File: src/rtl/hp_vpu_axil_csr_bridge.sv
// -----------------------------------------------------------------------------
// hp_vpu_axil_csr_bridge
//
// AXI4-Lite slave in front of the VPU CSR register port. AW and W are buffered
// independently. A small FSM then arbitrates one buffered write against one
// pending read, and runs a single CSR access (req/gnt, then error or
// rdata/rvalid). Each access is bounded by a timeout. The result is returned as
// an AXI response that is held until the master accepts it.
//
// Ports
//   clk, rst_n                  clock, asynchronous active-low reset
//   s_aw* / s_w* / s_b*         AXI4-Lite write address, data and response
//   s_ar* / s_r*                AXI4-Lite read address and data/response
//   reg_req_o / reg_gnt_i       CSR request (held until grant) and grant
//   reg_we_o, reg_addr_o,       CSR write enable, 12-bit byte address,
//   reg_wdata_o, reg_be_o       write data, byte enables (copied from WSTRB)
//   reg_rdata_i, reg_rvalid_i   CSR read data and its qualifier
//   reg_error_i                 CSR access error
// -----------------------------------------------------------------------------
module hp_vpu_axil_csr_bridge #(
    parameter int ADDR_W      = 12,
    parameter int TIMEOUT_CYC = 16
) (
    input  logic              clk,
    input  logic              rst_n,

    input  logic              s_awvalid,
    output logic              s_awready,
    input  logic [ADDR_W-1:0] s_awaddr,

    input  logic              s_wvalid,
    output logic              s_wready,
    input  logic [31:0]       s_wdata,
    input  logic [3:0]        s_wstrb,

    output logic              s_bvalid,
    input  logic              s_bready,
    output logic [1:0]        s_bresp,

    input  logic              s_arvalid,
    output logic              s_arready,
    input  logic [ADDR_W-1:0] s_araddr,

    output logic              s_rvalid,
    input  logic              s_rready,
    output logic [31:0]       s_rdata,
    output logic [1:0]        s_rresp,

    output logic              reg_req_o,
    input  logic              reg_gnt_i,
    output logic              reg_we_o,
    output logic [11:0]       reg_addr_o,
    output logic [31:0]       reg_wdata_o,
    output logic [3:0]        reg_be_o,
    input  logic [31:0]       reg_rdata_i,
    input  logic              reg_rvalid_i,
    input  logic              reg_error_i
);

    localparam logic [1:0] RESP_OKAY   = 2'b00;
    localparam logic [1:0] RESP_SLVERR = 2'b10;

    // One spare bit so that the counter can keep running in WAIT after a late
    // grant without wrapping back below the limit.
    localparam int              CNT_W    = $clog2(TIMEOUT_CYC) + 1;
    localparam logic [CNT_W-1:0] CNT_LAST = CNT_W'(TIMEOUT_CYC - 1);

    typedef enum logic [1:0] {
        ST_IDLE,
        ST_REQ,
        ST_WAIT,
        ST_RESP
    } state_t;

    // The CSR space is word-addressed and only 4 KiB large. Anything
    // unaligned or outside that window is rejected without touching the CSRs.
    function automatic logic addr_bad(input logic [ADDR_W-1:0] a);
        return (a[1:0] != 2'b00) || ((a >> 12) != '0);
    endfunction

    // ------------------------------------------------------------------
    // Write address / write data holding buffers
    // ------------------------------------------------------------------
    logic              aw_full_q, aw_full_d;
    logic [ADDR_W-1:0] aw_addr_q, aw_addr_d;
    logic              w_full_q,  w_full_d;
    logic [31:0]       w_data_q,  w_data_d;
    logic [3:0]        w_strb_q,  w_strb_d;

    // ------------------------------------------------------------------
    // FSM state and registered outputs
    // ------------------------------------------------------------------
    state_t            state_q;
    logic              prio_wr_q;   // 1: a write wins the next tie
    logic              is_wr_q;     // transaction in flight is a write
    logic [CNT_W-1:0]  cnt_q;

    logic              req_q;
    logic              we_q;
    logic [11:0]       addr_q;
    logic [31:0]       wdata_q;
    logic [3:0]        be_q;

    logic              bvalid_q;
    logic [1:0]        bresp_q;
    logic              rvalid_q;
    logic [1:0]        rresp_q;
    logic [31:0]       rdata_q;

    logic              wr_cand;
    logic              take_wr;
    logic              take_rd;
    logic              b_hs;
    logic              r_hs;

    assign wr_cand   = aw_full_q && w_full_q;
    assign s_awready = !aw_full_q;
    assign s_wready  = !w_full_q;
    assign s_arready = (state_q == ST_IDLE) && !(wr_cand && prio_wr_q);

    // A lone candidate always wins; on a tie the prio flag decides.
    assign take_rd = s_arvalid && s_arready;
    assign take_wr = (state_q == ST_IDLE) && wr_cand && (prio_wr_q || !s_arvalid);

    assign b_hs = bvalid_q && s_bready;
    assign r_hs = rvalid_q && s_rready;

    assign s_bvalid    = bvalid_q;
    assign s_bresp     = bresp_q;
    assign s_rvalid    = rvalid_q;
    assign s_rresp     = rresp_q;
    assign s_rdata     = rdata_q;
    assign reg_req_o   = req_q;
    assign reg_we_o    = we_q;
    assign reg_addr_o  = addr_q;
    assign reg_wdata_o = wdata_q;
    assign reg_be_o    = be_q;

    // Buffers drain only when the write response is accepted. AW and W can
    // therefore refill during a read, but not while their own write is open.
    always_comb begin
        aw_full_d = aw_full_q;
        aw_addr_d = aw_addr_q;
        w_full_d  = w_full_q;
        w_data_d  = w_data_q;
        w_strb_d  = w_strb_q;
        if (b_hs) begin
            aw_full_d = 1'b0;
            w_full_d  = 1'b0;
        end
        if (s_awvalid && s_awready) begin
            aw_full_d = 1'b1;
            aw_addr_d = s_awaddr;
        end
        if (s_wvalid && s_wready) begin
            w_full_d = 1'b1;
            w_data_d = s_wdata;
            w_strb_d = s_wstrb;
        end
    end

    always_ff @(posedge clk or negedge rst_n) begin
        if (!rst_n) begin
            aw_full_q <= 1'b0;
            aw_addr_q <= '0;
            w_full_q  <= 1'b0;
            w_data_q  <= '0;
            w_strb_q  <= '0;
        end else begin
            aw_full_q <= aw_full_d;
            aw_addr_q <= aw_addr_d;
            w_full_q  <= w_full_d;
            w_data_q  <= w_data_d;
            w_strb_q  <= w_strb_d;
        end
    end

    // ------------------------------------------------------------------
    // Transaction FSM
    // ------------------------------------------------------------------
    always_ff @(posedge clk or negedge rst_n) begin
        if (!rst_n) begin
            state_q   <= ST_IDLE;
            prio_wr_q <= 1'b0;
            is_wr_q   <= 1'b0;
            cnt_q     <= '0;
            req_q     <= 1'b0;
            we_q      <= 1'b0;
            addr_q    <= '0;
            wdata_q   <= '0;
            be_q      <= '0;
            bvalid_q  <= 1'b0;
            bresp_q   <= RESP_OKAY;
            rvalid_q  <= 1'b0;
            rresp_q   <= RESP_OKAY;
            rdata_q   <= '0;
        end else begin
            case (state_q)
                ST_IDLE: begin
                    if (take_wr) begin
                        is_wr_q <= 1'b1;
                        if (addr_bad(aw_addr_q)) begin
                            state_q  <= ST_RESP;
                            bvalid_q <= 1'b1;
                            bresp_q  <= RESP_SLVERR;
                        end else begin
                            state_q <= ST_REQ;
                            req_q   <= 1'b1;
                            cnt_q   <= '0;
                            we_q    <= 1'b1;
                            addr_q  <= aw_addr_q[11:0];
                            wdata_q <= w_data_q;
                            be_q    <= w_strb_q;
                        end
                    end else if (take_rd) begin
                        is_wr_q <= 1'b0;
                        // Cleared up front so that error and timeout paths
                        // return zero data without extra muxing.
                        rdata_q <= '0;
                        if (addr_bad(s_araddr)) begin
                            state_q  <= ST_RESP;
                            rvalid_q <= 1'b1;
                            rresp_q  <= RESP_SLVERR;
                        end else begin
                            state_q <= ST_REQ;
                            req_q   <= 1'b1;
                            cnt_q   <= '0;
                            we_q    <= 1'b0;
                            addr_q  <= s_araddr[11:0];
                        end
                    end
                end

                ST_REQ: begin
                    cnt_q <= cnt_q + CNT_W'(1);
                    if (reg_gnt_i) begin
                        state_q <= ST_WAIT;
                        req_q   <= 1'b0;
                    end else if (cnt_q == CNT_LAST) begin
                        state_q <= ST_RESP;
                        req_q   <= 1'b0;
                        if (is_wr_q) begin
                            bvalid_q <= 1'b1;
                            bresp_q  <= RESP_SLVERR;
                        end else begin
                            rvalid_q <= 1'b1;
                            rresp_q  <= RESP_SLVERR;
                        end
                    end
                end

                ST_WAIT: begin
                    cnt_q <= cnt_q + CNT_W'(1);
                    if (is_wr_q) begin
                        // The write error flag is valid exactly one cycle after grant.
                        state_q  <= ST_RESP;
                        bvalid_q <= 1'b1;
                        bresp_q  <= reg_error_i ? RESP_SLVERR : RESP_OKAY;
                    end else if (reg_rvalid_i) begin
                        state_q  <= ST_RESP;
                        rvalid_q <= 1'b1;
                        rdata_q  <= reg_rdata_i;
                        rresp_q  <= reg_error_i ? RESP_SLVERR : RESP_OKAY;
                    end else if (cnt_q >= CNT_LAST) begin
                        state_q  <= ST_RESP;
                        rvalid_q <= 1'b1;
                        rresp_q  <= RESP_SLVERR;
                    end
                end

                ST_RESP: begin
                    if (is_wr_q ? b_hs : r_hs) begin
                        state_q   <= ST_IDLE;
                        bvalid_q  <= 1'b0;
                        rvalid_q  <= 1'b0;
                        prio_wr_q <= !is_wr_q;
                    end
                end

                default: begin
                    state_q <= ST_IDLE;
                    req_q   <= 1'b0;
                end
            endcase
        end
    end

endmodule

File: config.mk
export PLATFORM = sky130hd
export DESIGN_NAME = hp_vpu_axil_csr_bridge
export DESIGN_NICKNAME = d
export VERILOG_FILES = /design/src/rtl/hp_vpu_axil_csr_bridge.sv
export SDC_FILE = /design/constraint.sdc
export NUM_CORES = 1
export LEC_CHECK = 0
export CAP_MARGIN = 5
export CORE_AREA = 3 3 147 149
export CTS_CLUSTER_DIAMETER = 40
export CTS_CLUSTER_SIZE = 14
export DETAILED_ROUTE_END_ITERATION = 10
export DIE_AREA = 0 0 150 152
export PLACE_DENSITY_LB_ADDON = 0.1
export SETUP_SLACK_MARGIN = 0.1
export SYNTH_ARGS = -nofsm -noshare
export SYNTH_HDL_FRONTEND = slang
export SYNTH_SLANG_ARGS = --single-unit
File: constraint.sdc
create_clock -name clk -period 2.45 [get_ports clk]
set_input_delay 0.3675 -clock clk [delete_from_list [all_inputs] [get_ports clk]]
set_output_delay 0.3675 -clock clk [all_outputs]
set_load 0.02 [all_outputs]
==> results.cfg, run 1 <==
[drt]
routed_wl_um = 15900
firstDrtPassIters = 4
vias_per_cell = 4.61
wl_per_cell_um = 17.4
vias = 4212
dr.first_iter.drc_count = 147
route.detailed.drc = 0
postRouteAntennaNets = 0

[yosys]
ys_ff_latch = 145
ys_warn_count = 0
yosysMostFrequentCell = dfrtp_1
yosysTopAreaCell = dfrtp_1
synth_top_area_share = 0.617
syn_inst = 428
syn_area_um2 = 5880
seq_area_frac_synth = 0.617
synth_edf_count = 0
synthDistinctLibCells = 45
ys_top_cells_by_area = dfrtp_1, mux2_2, a22o_1, mux2i_1, o21ai_0
synthArstFlopShare = 1.00
synthFlopType = dfrtp_1
synth.top_cells.by_count = dfrtp_1, mux2_2, a22o_1
syn_avg_cell_area_um2 = 13.7

[flow_run]
cap_violations = 0

[worst_hold_path]
hp-class = reg2reg
hold_depth = 2
hold_path_end = reg_we_o$_DFFE_PN0P_
worstHoldStart = reg_we_o$_DFFE_PN0P_

[placement]
postPlaceCellArea_um2 = 8140
io_buffers = 190
place.gp.congestion = 0.807
pre_cts_ws_ns = 0.234
hpwl_um = 11200

[setup_path]
rr_startpoint = cnt_q[1]$_DFFE_PN0P_
timing.rr.end = s_rresp[1]$_DFFE_PN0P_
startpoint_type = flip-flop
endpoint_kind = flip-flop
path_class = reg2reg
worstPathRequired_ns = 2.75
arrival_ns = 2.48
r2r_setup_slack_ns = 0.27
rr_worst_depth = 8
cp_max_fo = 5

[clock_network]
insertion_delay_ns = 0.42
clockBufferDepth = 2
postCtsSetupBuffers = 0
cts_made_buffers = 17
path_clk_slew_ns = 0.06
root_buffer = clkbuf_16
cts_sinks = 145
ctsHtreeMaxLevel = 4
cts_tree = done

[global_routing]
busiest_layer = met2
met1_usage = 0.173
first_global_vias = 4647
globalRouteOverflowTotal = 0
antenna_found_initial = 0
grt_max_degree = 68
met2_usage = 0.233
track_usage = 0.143
grt_first_pass_wirelength_um = 25600
grt_use_met3 = 0.0626

[timing]
final.setup.tns_ns = 0
slew_headroom = 0.562
fmax_mhz = 458
worst_pin_slew_ns = 0.657
fin_crit_ns = 2.18
fin_crit_sh = 0.890
maxSlewViolCount = 0
rsz0062_at_grt = no
fin_ws_ns = 0.269
skew_ns = 0.0120
hold_viol_final = 0
setup-violations-final = 0

[floorplan]
start_util = 0.290
fp.dieArea_um2 = 22800
coreArea_um2 = 20300
std_cell_rows = 52
ioPinCount = 193
fp.dieW_um = 150
dieHeight_um = 152

[run_status]
status = complete, no violations

[cells_and_area]
syn_to_final_growth_pct = 49.9
diodes = 0
fillers = 1914
post-route-util = 0.434
stdcell_area_um2 = 8810
drive_gt1_frac = 0.216
final_nets = 738

[power_and_ir_drop]
ir_drop_mv = 0.456
powerDensity_nw_per_um2 = 1320
leakage_nw = 3.89
timing repair:
item / CTS / global route
endpoints found under the setup margin: 1 / 1
hold buffers: 1 / 0
hold endpoints to repair: 59 / 0
gates resized for setup: 1 / 3
pin swaps: 0 / 1
cloned: 0 / 0
per-stage QoR:
stage               hold slack (ns)  total power, mW  instances
global route                  0.515             12.4        913
finish                        0.486             11.6        913
global placement              0.417             8.68        880
floorplan                    0.0719             6.65        429
CTS                           0.489             11.8        913
detailed placement            0.419             8.80        880
cell families (layout without fill, tap and decap cells):
family / count (synthesis) / count (layout) / share of synthesized area
DFF: 145 / 145 / 0.617
muxes: 97 / 97 / 0.184
AOI/OAI and AO/OA: 82 / 82 / 0.100
and+or+nand+nor: 66 / 66 / 0.0574
buffers and inverters: 30 / 244 / 0.0266
adders and majority gates: 6 / 6 / 0.0128
other: 1 / 2 / 0.000638
xor gates and xnor gates: 1 / 1 / 0.00149
layout make-up:
cell class | count | area, um^2 | share of cell area
flip-flops and latches | 145 | 3630 | 0.412
multi-input cells | 254 | 2120 | 0.240
repair buffers | 203 | 2040 | 0.231
clock buffers | 18 | 429 | 0.0487
well taps | 270 | 338 | 0.0383
clock inverters | 14 | 226 | 0.0257
inverters | 9 | 33.8 | 0.00383
flip-flops by register name, summed over array words and instances, names as in the netlist, 2 cells and up:
| signal | flops |
|---|---|
| reg_wdata_o | 32 |
| s_rdata | 32 |
| w_data_q | 32 |
| aw_addr_q | 12 |
| reg_addr_o | 12 |
| cnt_q | 5 |
| reg_be_o | 4 |
| w_strb_q | 4 |
| state_q | 2 |
where the power goes:
| part | total (mW) | switching, mW | internal (mW) |
|---|---|---|---|
| clock | 2.89 | 1.06 | 1.83 |
| combinational | 4.63 | 2.25 | 2.38 |
| sequential | 4.07 | 0.624 | 3.45 |
| total | 11.6 | 3.94 | 7.66 |
worst max-delay path, stage by stage, from the launching register on:
cell and delay (ns):
dfrtp_1 0.42, ha_2 0.22, and3_1 0.16, ha_1 0.19, nor4b_1 0.08, a222oi_1 0.39
nand3_1 0.15, nor2_2 0.12, mux2_2 0.33
placed cells by master, fill, tap and decap left out, types with 6 or more instances in the layout:
cell	synthesis	layout
nor2_1	8	7
a22o_1	32	32
clkbuf_16	0	17
nand3_1	7	7
a21oi_1	8	8
inv_1	8	8
clkdlybuf4s50_1	0	188
a31oi_1	6	6
mux2_2	86	86
buf_4	2	9
dfrtp_1	145	144
mux2i_1	10	10
nand2_1	23	23
o21ai_0	19	19
worst max path at each step:
stage                              start                     end  slack [ns]  cells after the start
floorplan           cnt_q[0]$_DFFE_PN0P_  state_q[1]$_DFFE_PN0P_        0.43                      7
global placement    cnt_q[0]$_DFFE_PN0P_  state_q[1]$_DFFE_PN0P_        0.29                      7
detailed placement  cnt_q[0]$_DFFE_PN0P_  state_q[1]$_DFFE_PN0P_        0.23                      7
CTS                 cnt_q[0]$_DFFE_PN0P_  state_q[1]$_DFFE_PN0P_        0.24                      7
global route        cnt_q[1]$_DFFE_PN0P_  s_rresp[1]$_DFFE_PN0P_        0.11                      8
finish              cnt_q[1]$_DFFE_PN0P_  s_rresp[1]$_DFFE_PN0P_        0.27                      8
routing by layer:
layer	routed length (um)	vias to the layer above
li1	-	1959
met4	156	0
met2	7810	146
met3	1390	12
met5	0	-
met1	6490	2095
No activity file was read; power rests on OpenSTA's default activity.
==> run 2, diff against run 1 <==
--- a/config.mk
+++ b/config.mk
@@ -5,12 +5,14 @@
 export SDC_FILE = /design/constraint.sdc
 export NUM_CORES = 1
 export LEC_CHECK = 0
+export ABC_AREA = 1
+export ABC_CLOCK_PERIOD_IN_PS = 2450
 export CAP_MARGIN = 5
-export CORE_AREA = 3 3 147 149
+export CORE_AREA = 3 3 152 154
 export CTS_CLUSTER_DIAMETER = 40
 export CTS_CLUSTER_SIZE = 14
 export DETAILED_ROUTE_END_ITERATION = 10
-export DIE_AREA = 0 0 150 152
+export DIE_AREA = 0 0 155 157
 export PLACE_DENSITY_LB_ADDON = 0.1
 export SETUP_SLACK_MARGIN = 0.1
 export SYNTH_ARGS = -nofsm -noshare
==> run 2 against run 1 <==
Effect of this change: clock power down 12%; largest power group unchanged; largest cell class unchanged; register-to-register slack better by 0.22 ns; die area rose by 6.7%; final area up 2.5%; clock skew fell by 0.0015 ns; via count increased by 20%; maximum frequency increased by 6.2%; core utilization shrank 2.0 points; critical path type is now reg2out; sequential cell count unchanged.
==> results.cfg, run 2 <==
[flow_run]
cap_violations = 0

[yosys]
synthDistinctLibCells = 30
syn_inst = 674
synth_compound_area_frac = 0.133
ys_top_cells_by_area = dfrtp_1, nand2_1, inv_1, o21ai_0, nand3_1
synth-simple-area-share = 0.161
yosysTopAreaCell = dfrtp_1
synth_top_area_share = 0.575
synthFlopType = dfrtp_1
synth_edf_count = 0
synth_xor_area_frac = 0
syn_area_um2 = 6310
synth_top_family_by_area = simple AND/OR/NAND/NOR gates
synth.area.mux_share = 0.0178
syn_avg_cell_area_um2 = 9.37
synth.top_cells.by_count = dfrtp_1, nand2_1, inv_1
ys_warn_count = 0
synthAdderAreaFrac = 0.0119
yosysMostFrequentCell = dfrtp_1
synthArstFlopShare = 1.00
ys_ff_latch = 145
seq_area_frac_synth = 0.575

[setup_path]
worstPathRequired_ns = 2.08
crit_chain = inv_1 > ha_4 > nand2_1 > inv_1 > dlygate4sd2_1
slowest_stage = dfrtp_1
cpPeakStageDelay_ns = 0.42
cp_max_fo = 11
startpoint_type = flip-flop
crit_buf_inv = 3
cp_top_family = buffers and inverters
path_class = reg2out
endpoint_kind = output pin
crit_top_cell = inv_1
arrival_ns = 1.69

[global_routing]
first_global_vias = 5173
grt_max_degree = 57
antenna_found_initial = 0
globalRouteOverflowTotal = 0
grt_first_pass_wirelength_um = 26700
track_usage = 0.137

[floorplan]
start_util = 0.289
dieHeight_um = 157
coreArea_um2 = 21800
std_cell_rows = 54
fp.dieW_um = 155
ioPinCount = 193
fp.dieArea_um2 = 24300

[power_and_ir_drop]
powerDensity_nw_per_um2 = 1280
swShare = 0.396
ir_drop_mv = 0.438
finalPower_mw = 11.6
leakage_nw = 4.22
clkPwrFrac = 0.219
comb_power_share = 0.439
intPower_mw = 6.99
switchingPower_mw = 4.58
seq_power_share = 0.342

[cells_and_area]
fillers = 2169
final_cells = 1156
diodes = 0
regArea_um2 = 3630
final_cell_mix = clkdlybuf4s50_1, dfrtp_1, nand2_1
final_nets = 971
multi_input_area_um2 = 2070
drive_gt1_frac = 0.103
syn_to_final_growth_pct = 43.1
final_common_cell = clkdlybuf4s50_1

[timing]
maxSlewViolCount = 0
fin_crit_ns = 2.05
hold_viol_final = 0
slew_headroom = 0.598
final.setup.tns_ns = 0
worst_pin_slew_ns = 0.602
fmax_mhz = 487
setup-violations-final = 0
fin_crit_sh = 0.838
rsz0062_at_grt = no
skew_ns = 0.0106

[drt]
wl_per_cell_um = 14.3
firstDrtPassIters = 4
vias_per_cell = 4.38
dr.first_iter.drc_count = 181
postRouteAntennaNets = 0
route.detailed.drc = 0
routed_wl_um = 16500
vias = 5060

[clock_network]
ctsHtreeMaxLevel = 4
cts_tree = done
path_clk_slew_ns = 0.06
cts_made_buffers = 17
insertion_delay_ns = 0.42
root_buffer = clkbuf_16
postCtsSetupBuffers = 0
cts_sinks = 145
clockBufferDepth = 2

[placement]
io_buffers = 190
hpwl_um = 12100
place.gp.congestion = 0.804
post-place-cells = 1123

[run_status]
status = complete, no violations

[worst_hold_path]
hp-class = in2async
## run 2: cell types whose count changed in the layout (fill, tap and decap cells not counted), sizes merged, moves of 6 or more
cell	previous run	this run
a21oi	8	46
a22o	32	0
a31oi	6	0
inv	14	113
mux2	87	10
mux2i	10	0
nand2	23	113
nand3	7	50
nor2	8	53
o21ai	20	99
## run 2: what timing repair did
action,CTS,global route
resized for setup,3,0
endpoints found under the setup margin,1,0
hold endpoints to repair,53,0
hold buffers,1,0
## run 2: final timing paths
kind                                   startpoint                          end  slack [ns]  cells after the start
max                        state_q[0]$_DFFE_PN0P_                    s_arready        0.40                      5
min                                         rst_n    reg_addr_o[5]$_DFFE_PN0P_        0.46                      2
max reg2reg                state_q[0]$_DFFE_PN0P_   reg_addr_o[10]$_DFFE_PN0P_        0.49                      9
min reg2reg                  cnt_q[4]$_DFFE_PN0P_         cnt_q[4]$_DFFE_PN0P_        0.48                      2
max in group asynchronous                   rst_n  reg_wdata_o[31]$_DFFE_PN0P_        1.24                      3
min in group clk             cnt_q[4]$_DFFE_PN0P_         cnt_q[4]$_DFFE_PN0P_        0.48                      2
## run 2: worst reg2reg max path: stages, from the launching register on
cell and delay [ns]:
dfrtp_1 0.42, inv_1 0.16, ha_4 0.24, inv_2 0.12, nor2_8 0.17, nand2_4 0.17
nand2_4 0.12, nand3_4 0.23, nand2_1 0.16, o21ai_2 0.06
## run 2: layer usage
metal	vias up	GRT usage	routed length, um
met1	2419	0.169	7040
met2	114	0.229	8250
met5	-	0	0
met3	8	0.0509	1060
li1	2519	-	-
met4	0	0.0353	133
## run 2: layout make-up
| cell class | count | area share |
|---|---|---|
| Clock buffer | 20 | 0.0505 |
| Clock inverter | 12 | 0.0134 |
| Tap cell | 280 | 0.0388 |
| Inverter | 107 | 0.0445 |
| Multi-Input combinational cell | 390 | 0.229 |
| Timing Repair Buffer | 202 | 0.222 |
| Sequential cell | 145 | 0.402 |
## run 2: kinds of logic after synthesis
| family | count (synthesis) |
|---|---|
| other cells | 1 |
| mux | 10 |
| compound gates | 147 |
| flops | 145 |
| fa+ha+maj | 6 |
| simple gates | 225 |
| buf+inv | 140 |
## run 2: through the flow
stage	hold WS (ns)	util	setup slack (ns)	instance area, um^2
global route	0.496	0.414	0.290	9030
finish	0.460	0.414	0.396	9030
detailed placement	0.364	0.387	0.241	8440
global placement	0.357	0.387	0.305	8440
floorplan	0.0719	-	0.870	6320
CTS	0.473	0.414	0.361	9030
## run 2: power by group through the flow
| stage | Clock, mW | Sequential [mW] | Combinational (mW) |
|---|---|---|---|
| 2_1_floorplan | 0 | 4.57 | 2.44 |
| 3_3_place_gp | 0 | 3.97 | 5.03 |
| 3_5_place_dp | 0 | 4.00 | 5.14 |
| 4_1_cts | 2.64 | 3.97 | 5.18 |
| 5_1_grt | 2.74 | 4.08 | 5.62 |
| 6_report | 2.53 | 3.96 | 5.08 |
==> RTL change, RTL diff (config.mk and constraints of run 1) <==
Set the parameter `TIMEOUT_CYC` to 32 (it was 16).
--- a/src/rtl/hp_vpu_axil_csr_bridge.sv
+++ b/src/rtl/hp_vpu_axil_csr_bridge.sv
@@ -19,7 +19,7 @@
 // -----------------------------------------------------------------------------
 module hp_vpu_axil_csr_bridge #(
     parameter int ADDR_W      = 12,
-    parameter int TIMEOUT_CYC = 16
+    parameter int TIMEOUT_CYC = 32
 ) (
     input  logic              clk,
     input  logic              rst_n,
Check against the original RTL: same outputs for any inputs over 4 cycles, from zero or initial values and one cycle with rst_n low; that may be too few to reach the edited logic, so the function may still have changed.
==> RTL change against run 1 <==
- critical endpoint is now s_arready
- area after synthesis up 2.1%
- cell area up 1.3%
- setup slack better by 0.043 ns
- wire length shrank 3.3%
- sequential share of layout area fell by 0.25 points
- register-to-register slack better by 0.09 ns
- sequential cell count is 1 higher
- clock skew up 0.00058 ns
- power rose by 6.1%
- global-route usage shrank 0.43 points
==> RTL change: results (changes against run 1) <==
Place:
- The number of cells after detailed placement is 877 (-0.34%).
- The worst slack at placement is 0.179 ns (-0.0548 ns).
- The count of input and output buffers is 190 (unchanged).
- The routability-driven placement congestion ratio is 0.808 (about the same).
- The estimated wirelength of the detail-placed design is 10.8 mm (-3.5%).
- The placed instance area is 8280 µm² (+1.7%).

Setup path:
- Tracing the worst setup path back leads to its startpoint at state_q[0].
- The cell at the slowest stage of the critical path is dfrtp_1.
- Among cell families on the critical path, the largest total delay comes from buffers and inverters.
- The number of cells on the worst reg-to-reg path is 6 (-2).
- The critical path's largest stage delay is 0.40 ns (-0.02 ns).
- The worst endpoint data arrival time is 1.77 ns (-0.71 ns).
- The highest net fanout along the worst path came to 6 (+1).

Synthesis:
- The count of different cell masters after synthesis is 43 (-4.4%).
- The share of the yosys chip area belonging to registers is 0.608 (-0.00869).
- The mean post-synth cell area is 14.1 µm² (+2.6%).
- By area the synthesized netlist is led by dfrtp_1 61%, mux2_2 10%, mux2_4 7.2%, a22o_1 4.7%, mux2i_1 1.8%.
- The fraction of registers with async set or reset after synthesis is 1.00 (unchanged).
- Counting instances in the post-synthesis netlist gives the leading cell types as 146 x dfrtp_1, 55 x mux2_2, 32 x a22o_1.

Finish:
- The final cell count without fillers came to 909 (-0.44%).
- The number of antenna repair diodes is 0 (unchanged).
- The layout cell share with drive strength beyond 1 is 0.213 (-0.00334).
- The final-layout fill cell count is 1890 (-1.3%).
- The number of nets at the end of the flow is 734 (-0.54%).

Timing:
- The worst clock skew is 0.0126 ns (+0.000584 ns).
- The tightest slew margin relative to the limit is 0.578 (+0.0159).

Status:
- The flow ran to the end, and the final reports show no timing, DRC or antenna violations.

Detailed routing:
- The routed length per placed instance is 16.9 µm (-2.9%).
- The detailed-route via count is 4182 (-0.71%).
- The iteration-0 DRC count of the detailed router came to 143 (-2.7%).

Power and ir drop:
- The peak supply drop is 691 µV (+52%).
- The static leakage came to 3.99 nW (+2.5%).
- The net switching fraction of the power came to 0.336 (-0.00344).

GRT:
- The via count of the first global-routing pass is 4455 (-4.1%).
- The overall global routing resource usage came to 0.138 (-0.00427).
- The wire length of the first global-routing pass is 24.8 mm (-3.1%).
- The largest net degree at the start of global routing is 63 (-7.4%).

Clock network:
- The cell at the root of the clock tree is clkbuf_16.
- The buffers inserted during post-CTS setup optimization is 0 (unchanged).

Min path:
- The worst hold path belongs to the class in -> async.
-- RTL change: cell types whose count changed after synthesis, sizes merged, moves of 3 or more --
| cell | change |
|---|---|
| nand2 | -10 |
| o21ai | -10 |
| a21oi | +9 |
| nor2 | +8 |
| clkbuf | +7 |
| buf | -5 |
| and2 | -3 |
| and3 | -3 |
| mux2 | -3 |
| nor2b | +3 |
| or3 | +3 |
-- RTL change: metal layers --
metal / part of all wire / wire [µm] / GRT usage / vias up
li1: - / - / - / 1946
met1: 0.46 / 6980 / 0.182 / 2069
met2: 0.44 / 6790 / 0.209 / 154
met3: 0.092 / 1410 / 0.0599 / 13
met4: 0.010 / 153 / 0.0383 / 0
met5: 0 / 0 / 0 / -
-- RTL change: cells by family after synthesis --
family                     after synthesis  share of synthesized area
and+or+nand+nor                         67                     0.0604
AOI/OAI and AO/OA                       80                     0.0967
DFF                                    146                      0.608
buffers and inverters                   32                     0.0296
muxes                                   95                      0.194
other                                    1                   0.000624
adders and majority gates                5                     0.0104
-- RTL change: path summary, 6_finish.rpt --
kind / end / slack [ns]
worst max-delay path: s_arready / 0.31
worst min-delay path: w_data_q[6] / 0.47
worst max register to register: reg_wdata_o[30] / 0.36
worst min register to register: reg_wdata_o[9] / 0.50
max in group asynchronous: reg_be_o[1] / 1.18
min in group clk: reg_wdata_o[9] / 0.50
-- RTL change: final cells by class --
type	instances	area, µm²	area share
flip-flops and latches	146	3650	0.409
multi-input cells	249	2190	0.246
repair buffers	204	2070	0.232
clock buffers	21	460	0.0516
well taps	270	338	0.0379
clock inverters	10	173	0.0193
inverters	9	33.8	0.00379
-- RTL change: through the flow --
step / hold WS, ns / util
2_1_floorplan: 0.0719 / -
3_3_place_gp: 0.388 / 0.408
3_5_place_dp: 0.391 / 0.408
4_1_cts: 0.503 / 0.440
5_1_grt: 0.510 / 0.440
6_report: 0.466 / 0.440
-- RTL change: repair_timing --
item / 4_1_cts / 5_1_grt
hold endpoints to repair: 59 / 0
gates resized for setup: 2 / 0
hold buffers: 1 / 0
setup endpoints to repair: 1 / 0
-- RTL change: worst reg2reg max path, delay by kind of cell (launching register included) --
kind,cells,cell delay (ns)
AND/OR/NAND/NOR,2,0.55
flip-flops,1,0.40
multiplexers,1,0.40
buffers and inverters,2,0.34
adder cells (fa/ha/maj),1,0.29
-- RTL change: power groups by stage --
| stage | logic, mW | registers [mW] | clock network (mW) |
|---|---|---|---|
| after CTS | 5.27 | 4.33 | 2.88 |
| after global routing | 5.61 | 4.49 | 2.99 |
| after detailed placement | 5.26 | 4.35 | 0 |
| final | 5.19 | 4.32 | 2.79 |
| after global placement | 5.20 | 4.32 | 0 |
| after floorplan | 2.25 | 5.01 | 0 |
